==> src/rtl/dsp_pkg.sv <==
// Shared DSP definitions: coefficient address map helpers and the
// coefficient-loader FSM state encoding.
package dsp_pkg;

    typedef enum logic {
        ST_IDLE    = 1'b0,
        ST_PENDING = 1'b1
    } loader_state_e;

    // Address map of an order-n IIR coefficient set: b0..bn, then a1..an.
    localparam int B_BASE = 0;

    function automatic int a_base(input int n);
        return n + 1;
    endfunction

    function automatic int last_addr(input int n);
        return 2 * n;
    endfunction

endpackage

==> src/rtl/iir_coeff_loader.sv <==
// Double-buffered IIR coefficient loader: writes land in a shadow bank and
// are transferred to the active bank atomically on a sample boundary.
module iir_coeff_loader
    import dsp_pkg::*;
#(
    parameter int                     N           = 2,
    parameter int                     COEFF_WIDTH = 16,
    parameter int                     ADDR_WIDTH  = 3,
    parameter logic [COEFF_WIDTH-1:0] RESET_B0    = 16'h4000
) (
    input  logic                         rst_n,
    input  logic                         clk,
    input  logic                         wr_valid,
    output logic                         wr_ready,
    input  logic [ADDR_WIDTH-1:0]        wr_addr,
    input  logic [COEFF_WIDTH-1:0]       wr_data,
    input  logic                         commit,
    input  logic                         abort,
    input  logic                         sample_strobe,
    output logic                         pending,
    output logic                         applied,
    output logic                         addr_err,
    output logic [COEFF_WIDTH*(N+1)-1:0] packed_b_coeffs,
    output logic [COEFF_WIDTH*N-1:0]     packed_a_coeffs
);

    localparam int                    NUM_COEFFS = last_addr(N) + 1;
    localparam int                    A_BASE     = a_base(N);
    localparam logic [ADDR_WIDTH-1:0] LAST_ADDR  = ADDR_WIDTH'(last_addr(N));

    typedef logic [COEFF_WIDTH-1:0] coeff_t;

    coeff_t        shadow_q [NUM_COEFFS];
    coeff_t        active_q [NUM_COEFFS];
    loader_state_e state_q, state_d;
    logic          applied_q, addr_err_q, addr_err_d;
    logic          do_shadow_write, do_restore, do_apply;
    logic          wr_fire, addr_ok;

    assign wr_ready = (state_q == ST_IDLE);
    assign pending  = (state_q == ST_PENDING);
    assign applied  = applied_q;
    assign addr_err = addr_err_q;
    assign wr_fire  = wr_valid && wr_ready;
    assign addr_ok  = (wr_addr <= LAST_ADDR);

    // NOTE: every signal gets a default before the case so no path leaves it
    // unassigned; otherwise synthesis infers a latch.
    always_comb begin
        state_d         = state_q;
        do_shadow_write = 1'b0;
        do_restore      = 1'b0;
        do_apply        = 1'b0;
        addr_err_d      = addr_err_q;
        case (state_q)
            ST_IDLE: begin
                if (abort) begin
                    do_restore = 1'b1;
                end else begin
                    do_shadow_write = wr_fire && addr_ok;
                    if (commit) begin
                        state_d    = ST_PENDING;
                        addr_err_d = 1'b0;
                    end
                end
                // A bad address is flagged even if abort discards the write.
                if (wr_fire && !addr_ok) addr_err_d = 1'b1;
            end
            ST_PENDING: begin
                if (abort) begin
                    do_restore = 1'b1;
                    state_d    = ST_IDLE;
                end else if (sample_strobe) begin
                    do_apply = 1'b1;
                    state_d  = ST_IDLE;
                end
            end
            default: state_d = ST_IDLE;
        endcase
    end

    // NOTE: state is updated with non-blocking assignments so every flop
    // samples pre-edge values; that is what makes the bank swap atomic.
    always_ff @(posedge clk or negedge rst_n) begin
        if (!rst_n) begin
            state_q    <= ST_IDLE;
            applied_q  <= 1'b0;
            addr_err_q <= 1'b0;
            // NOTE: both banks are reset explicitly; they are small flop arrays
            // feeding the filter directly, so they must never power up as X.
            for (int i = 0; i < NUM_COEFFS; i++) begin
                shadow_q[i] <= (i == B_BASE) ? RESET_B0 : '0;
                active_q[i] <= (i == B_BASE) ? RESET_B0 : '0;
            end
        end else begin
            state_q    <= state_d;
            applied_q  <= do_apply;
            addr_err_q <= addr_err_d;
            for (int i = 0; i < NUM_COEFFS; i++) begin
                if (do_restore) begin
                    shadow_q[i] <= active_q[i];
                end else if (do_shadow_write && wr_addr == ADDR_WIDTH'(i)) begin
                    shadow_q[i] <= wr_data;
                end
                if (do_apply) active_q[i] <= shadow_q[i];
            end
        end
    end

    for (genvar i = 0; i <= N; i++) begin : g_pack_b
        assign packed_b_coeffs[i*COEFF_WIDTH +: COEFF_WIDTH] = active_q[B_BASE+i];
    end

    for (genvar i = 1; i <= N; i++) begin : g_pack_a
        assign packed_a_coeffs[(i-1)*COEFF_WIDTH +: COEFF_WIDTH] = active_q[A_BASE+i-1];
    end

endmodule

==> config.mk <==
export PLATFORM = sky130hd
export DESIGN_NAME = iir_coeff_loader
export DESIGN_NICKNAME = d
export VERILOG_FILES = /design/src/rtl/dsp_pkg.sv /design/src/rtl/iir_coeff_loader.sv
export SDC_FILE = /design/constraint.sdc
export NUM_CORES = 1
export LEC_CHECK = 0
export CORE_ASPECT_RATIO = 0.8
export CORE_UTILIZATION = 55
export DETAILED_ROUTE_END_ITERATION = 8
export DONT_BUFFER_PORTS = 1
export GPL_TIMING_DRIVEN = 0
export PLACE_DENSITY = 0.7
export SLEW_MARGIN = 10
export SYNTH_ARGS = -nofsm -noshare
export SYNTH_HDL_FRONTEND = slang
export SYNTH_SLANG_ARGS = --single-unit
==> constraint.sdc <==
create_clock -name clk -period 1.75 [get_ports clk]
set_clock_uncertainty 0.1 [all_clocks]
set_input_delay 0.0875 -clock clk [delete_from_list [all_inputs] [get_ports clk]]
set_output_delay 0.0875 -clock clk [all_outputs]
set_load 0.01 [all_outputs]
Word-level counts from Yosys, hierarchy flattened
Index checks and enable logic that the tools add are counted.

Flip-flop bits (word level): 163. Input port bits: 25. Output and inout bits: 84. Word-level logic and storage cells: 61.

Order comparisons: 1. Eq/ne operators: 5. Muxes and demuxes: 24. Bitwise operators: 1. Reductions and logical operators: 17.

Operator list (number): 16-bit two-way mux (10); 1-bit two-way mux (13); 2-bit nonzero test (6); 1-bit logical AND (8); 3-bit by 2-bit == test with 1-bit output (second input constant) (2); 3-bit by 1-bit == test with 1-bit output (second input constant) (1); 3-bit == test (second input constant) (1); 3-bit less-or-equal comparator (second input constant) (1); 3-bit logical NOT (1); 3-bit AND reduction (1); 2-bit by 1-bit inequality test with 1-bit output (second input constant) (1); 1-bit one-hot mux with 2 select lines (1); 1-bit logical NOT (1); 1-bit NOT (1).

Depth between registers and ports, before layout
Word-level depth: 8. Mapped depth: 6. Gate-level depth less buffers: 3.

Least setup slack after synthesis
No wires, ideal clock.

Kind: register to register. Start: reg state_q (netlist: pending). End: reg active_q (netlist bit packed_a_coeffs[30]). Setup time: 125 ps. Arrival time: 1370 ps. Data required time: 1525 ps. Path slack: 155 ps. Stages on the path, launching flop included: 6. Buffers on the path: 2. Period minus slack after synthesis: 1595 ps. Path through: dfrtp_1 > buf_4 > nand2_1 > nor2_4 > buf_6 > mux2_2.

Longest elaborated chain between the ends: 1.

RTL lines: start: declaration (line iir_coeff_loader.sv:35) `loader_state_e state_q, state_d;`; start signal: assignment (line iir_coeff_loader.sv:96) `state_q <= state_d;`; 1-bit two-way mux (line iir_coeff_loader.sv:55) `case (state_q)`; end signal: indexed assignment (line iir_coeff_loader.sv:93) `active_q[i] <= (i == B_BASE) ? RESET_B0 : '0;`; end signal: indexed assignment (line iir_coeff_loader.sv:105) `if (do_apply) active_q[i] <= shadow_q[i];`; end: declaration (line iir_coeff_loader.sv:34) `coeff_t active_q [NUM_COEFFS];`.

No other way between the ends. A chain may end at the register's enable or synchronous reset.

Worst setup path in the final report
Start: reg state_q (netlist: pending). End: reg active_q (netlist bit packed_b_coeffs[18]).

The elaborated chain is that of the path after synthesis.

==> impl_metrics.toml <==
[outcome]
status = "finished, violations left"
violations = "negative hold slack, negative setup slack"

[setup_path]
crit_type = "flop to flop"
worstPathArrival_ns = 1.97
slowest_delay_ns = 0.41
critPathTopFamily = "buffers and inverters"
cp-start-kind = "flop"
end_kind = "flop"
crit_top_cell = "buf_6"
cp_max_fo = 10
path_buf_inv = 3
cp_cell_sequence = "buf_6, nand2_1, nor2_4, buf_4, buf_6, mux2_2"
critical_path_required_ns = 1.96
crit_path_top_delay_cell = "dfrtp_1"

[global_route]
antenna_found_initial = 1
grt-ovfl-total = 0
grt_use_total = 0.3020
first_global_vias = 5295
grt_first_pass_wirelength_um = 30260
grt_max_degree = 164

[sta]
layout_setup_ws_ns = -0.008763
rsz0062_at_grt = "true"
timing.final.crit_share = 1.005
min_period_ns = 1.759
fin_tns_setup_ns = -0.01567
holdWs_ns = -0.7494
final_max_slew_viol_count = 0
fmax_mhz = 568.6
setup_violations = 4
relSlewSlack = 0.6322
timing.final.hold_violations = 165
tightest_slew_ns = 0.5517

[logic_synthesis]
synth_top_family_by_area = "compound AO/OA/AOI/OAI gates"
synthAdderAreaFrac = 0
synth-compound-area-share = 0.1812
synthSimpleGateAreaFrac = 0.08320
syn-cell-area_sq_um = 7278
synth-seq-cells = 163
synthCells = 641
syn_nets = 666
synth_cell_types = 28
synthMuxAreaShare = 0.1238
yosysSeqAreaShare = 0.5608
avgSynthCellArea_sq_um = 11.35
yosys_warnings = 0
synth-xor-area-share = 0

[power]
p_per_area_nw_per_um2 = 1599
netSwitchingFraction = 0.3314
power_leakage_nw = 3.287
p_total_mw = 13.38
p_int_mw = 8.945
power_frac_comb = 0.178
p_seq_frac = 0.541
p_switching_mw = 4.433
max-vdd-ir-drop_mv = 0.8813
pwr-share-clk = 0.281

[clocking]
worstSkewPairLatency_ns = 0.44
cts_made_buffers = 17
max-clock-path-buffers = 2
clkTransAtPathRegs_ns = 0.06
cts.sinks = 163
cts_tree = "yes"
cts_hold_buf = 21
htree_levels = 4
cts-root-buf = "clkbuf_16"

[cells_and_area]
area_growth_pct = 14.94
final_area_sq_um = 8366
nNetsFinal = 709
fin_util = 0.6500
final_layout_size_suffix_gt1_frac = 0.2109
layout.cells.non_filler = 874

[placement]
hpwlAfterDp_um = 12670
dpl_worst_slack_ns = -0.1387
io_buffers = 0
place_inst = 816
place_area_sq_um = 7497
gp_congestion = 0.8687

[detailed_routing]
drt_first_pass_iters = 5
wirelength_um = 19760
route.vias.total = 5456
antenna_left = 0
drc = 0
avgViaCountPerCell = 6.243
drt_iter0_drc = 500
wl_per_cell_um = 22.61

[floorplan]
rows = 37
die_y_um = 104.9
top_level_ports = 109
fp.dieW_um = 130.6
die_area_sq_um = 13700
initial_core_util = 0.5655
coreArea_sq_um = 12870

[hold_path]
hold_class = "input port to asynchronous set/reset pin"

[job]
drv_cap = 0
## state kept, by name, indices dropped and copies added, names as in the netlist
name / cells
shadow_q: 80
packed_b_coeffs: 48
packed_a_coeffs: 32
addr_err: 1
applied: 1
pending: 1
## power groups by stage
stage | registers [mW] | clock network [mW] | logic, mW
after global routing | 7.47 | 3.96 | 2.65
after CTS | 7.23 | 3.81 | 2.37
after detailed placement | 7.28 | 0 | 2.23
after floorplan | 6.77 | 0 | 1.90
after global placement | 7.18 | 0 | 2.10
final | 7.24 | 3.76 | 2.38
## placed cells by master (no fill, tap or decap), drive strengths merged
master and count:
nor3b 1, or3b 1, dfstp 2, nand2 1, nor2 3, dlygate4sd3 21, or2 1, inv 6
and4bb 1, clkbuf 46, nor2b 81, o31ai 1, a21oi 80, bufinv 2, o21ai 82, nand4bb 1
buf 36, clkinvlp 1, diode 2, and3b 1, nand2b 1, a31oi 80, dfrtp 161, nand3b 1
mux2 80, clkinv 6
## worst paths after layout
| path | cells after the start | startpoint | slack [ns] | end |
|---|---|---|---|---|
| max reg2reg | 6 | pending$_DFF_PN0_ | -0.009 | packed_b_coeffs[18]$_DFFE_PN0P_ |
| max in group asynchronous | 0 | rst_n | 2.05 | shadow_q[37]$_DFFE_PN0P_ |
| min | 0 | rst_n | -0.75 | shadow_q[65]$_DFFE_PN0P_ |
| min in group clk | 3 | wr_valid | -0.06 | shadow_q[25]$_DFFE_PN0P_ |
| max | 6 | pending$_DFF_PN0_ | -0.009 | packed_b_coeffs[18]$_DFFE_PN0P_ |
| min reg2reg | 1 | shadow_q[41]$_DFFE_PN0P_ | 0.39 | packed_b_coeffs[41]$_DFFE_PN0P_ |
## worst register-to-register path, cell delays in order, from the launching register on
cell and delay (ns):
dfrtp_1 0.41, buf_6 0.16, nand2_1 0.13, nor2_4 0.16, buf_4 0.18, buf_6 0.17, mux2_2 0.35
## Yosys cell counts
master | number | area [sq um]
buf_6 | 14 | 157.7
clkbuf_2 | 1 | 5.000
or2_2 | 1 | 6.260
mux2_2 | 69 | 777.0
a21oi_1 | 80 | 400.4
o21ai_1 | 35 | 175.2
nor2_4 | 1 | 11.26
clkbuf_1 | 27 | 101.4
nand4bb_1 | 1 | 11.26
nor2_1 | 2 | 7.510
mux2_1 | 11 | 123.9
buf_1 | 1 | 3.750
or3b_4 | 1 | 11.26
nor2b_1 | 81 | 506.7
nor3b_2 | 1 | 12.51
nand3b_1 | 1 | 7.510
and4bb_2 | 1 | 12.51
o31ai_1 | 1 | 7.510
buf_2 | 11 | 55.05
dfstp_2 | 2 | 52.55
nand2b_1 | 1 | 6.260
nand2_1 | 1 | 3.750
a31oi_1 | 80 | 500.5
o21ai_0 | 47 | 235.2
buf_4 | 5 | 37.54
and3b_1 | 1 | 8.760
inv_1 | 3 | 11.26
dfrtp_1 | 161 | 4029
## cells by family (layout without fill, tap and decap cells)
kind of cell | after synthesis | after routing
AO/OA/AOI/OAI | 243 | 243
buffers and inverters | 62 | 118
flip-flops | 163 | 163
multiplexers | 80 | 80
other | 0 | 2
AND/OR/NAND/NOR | 93 | 93
## what timing repair did
item | 4_1_cts | 5_1_grt
setup endpoints to repair | 85 | 101
buffers inserted | 2 | 1
pin swaps | 1 | 0
endpoints found under the hold margin | 245 | 165
gates resized for setup | 3 | 12
## per-layer routing
layer	up-vias	global-route usage	part of all wire
met4	0	0.1429	0.033
met1	2717	0.4165	0.41
met5	-	0	0
li1	2415	-	-
met2	275	0.4278	0.44
met3	49	0.09985	0.11
## area by class of cell
type	count	area, sq um
repair buffers	24	245.2
clock inverters	12	127.6
flip-flops and latches	163	4081
clock buffers	20	466.7
plain buffers	59	379.1
well taps	175	219.0
inverters	3	11.26
multi-input cells	416	2830
diodes	2	5.005
fillers	1023	4504
(Power assumes the default switching activity.)
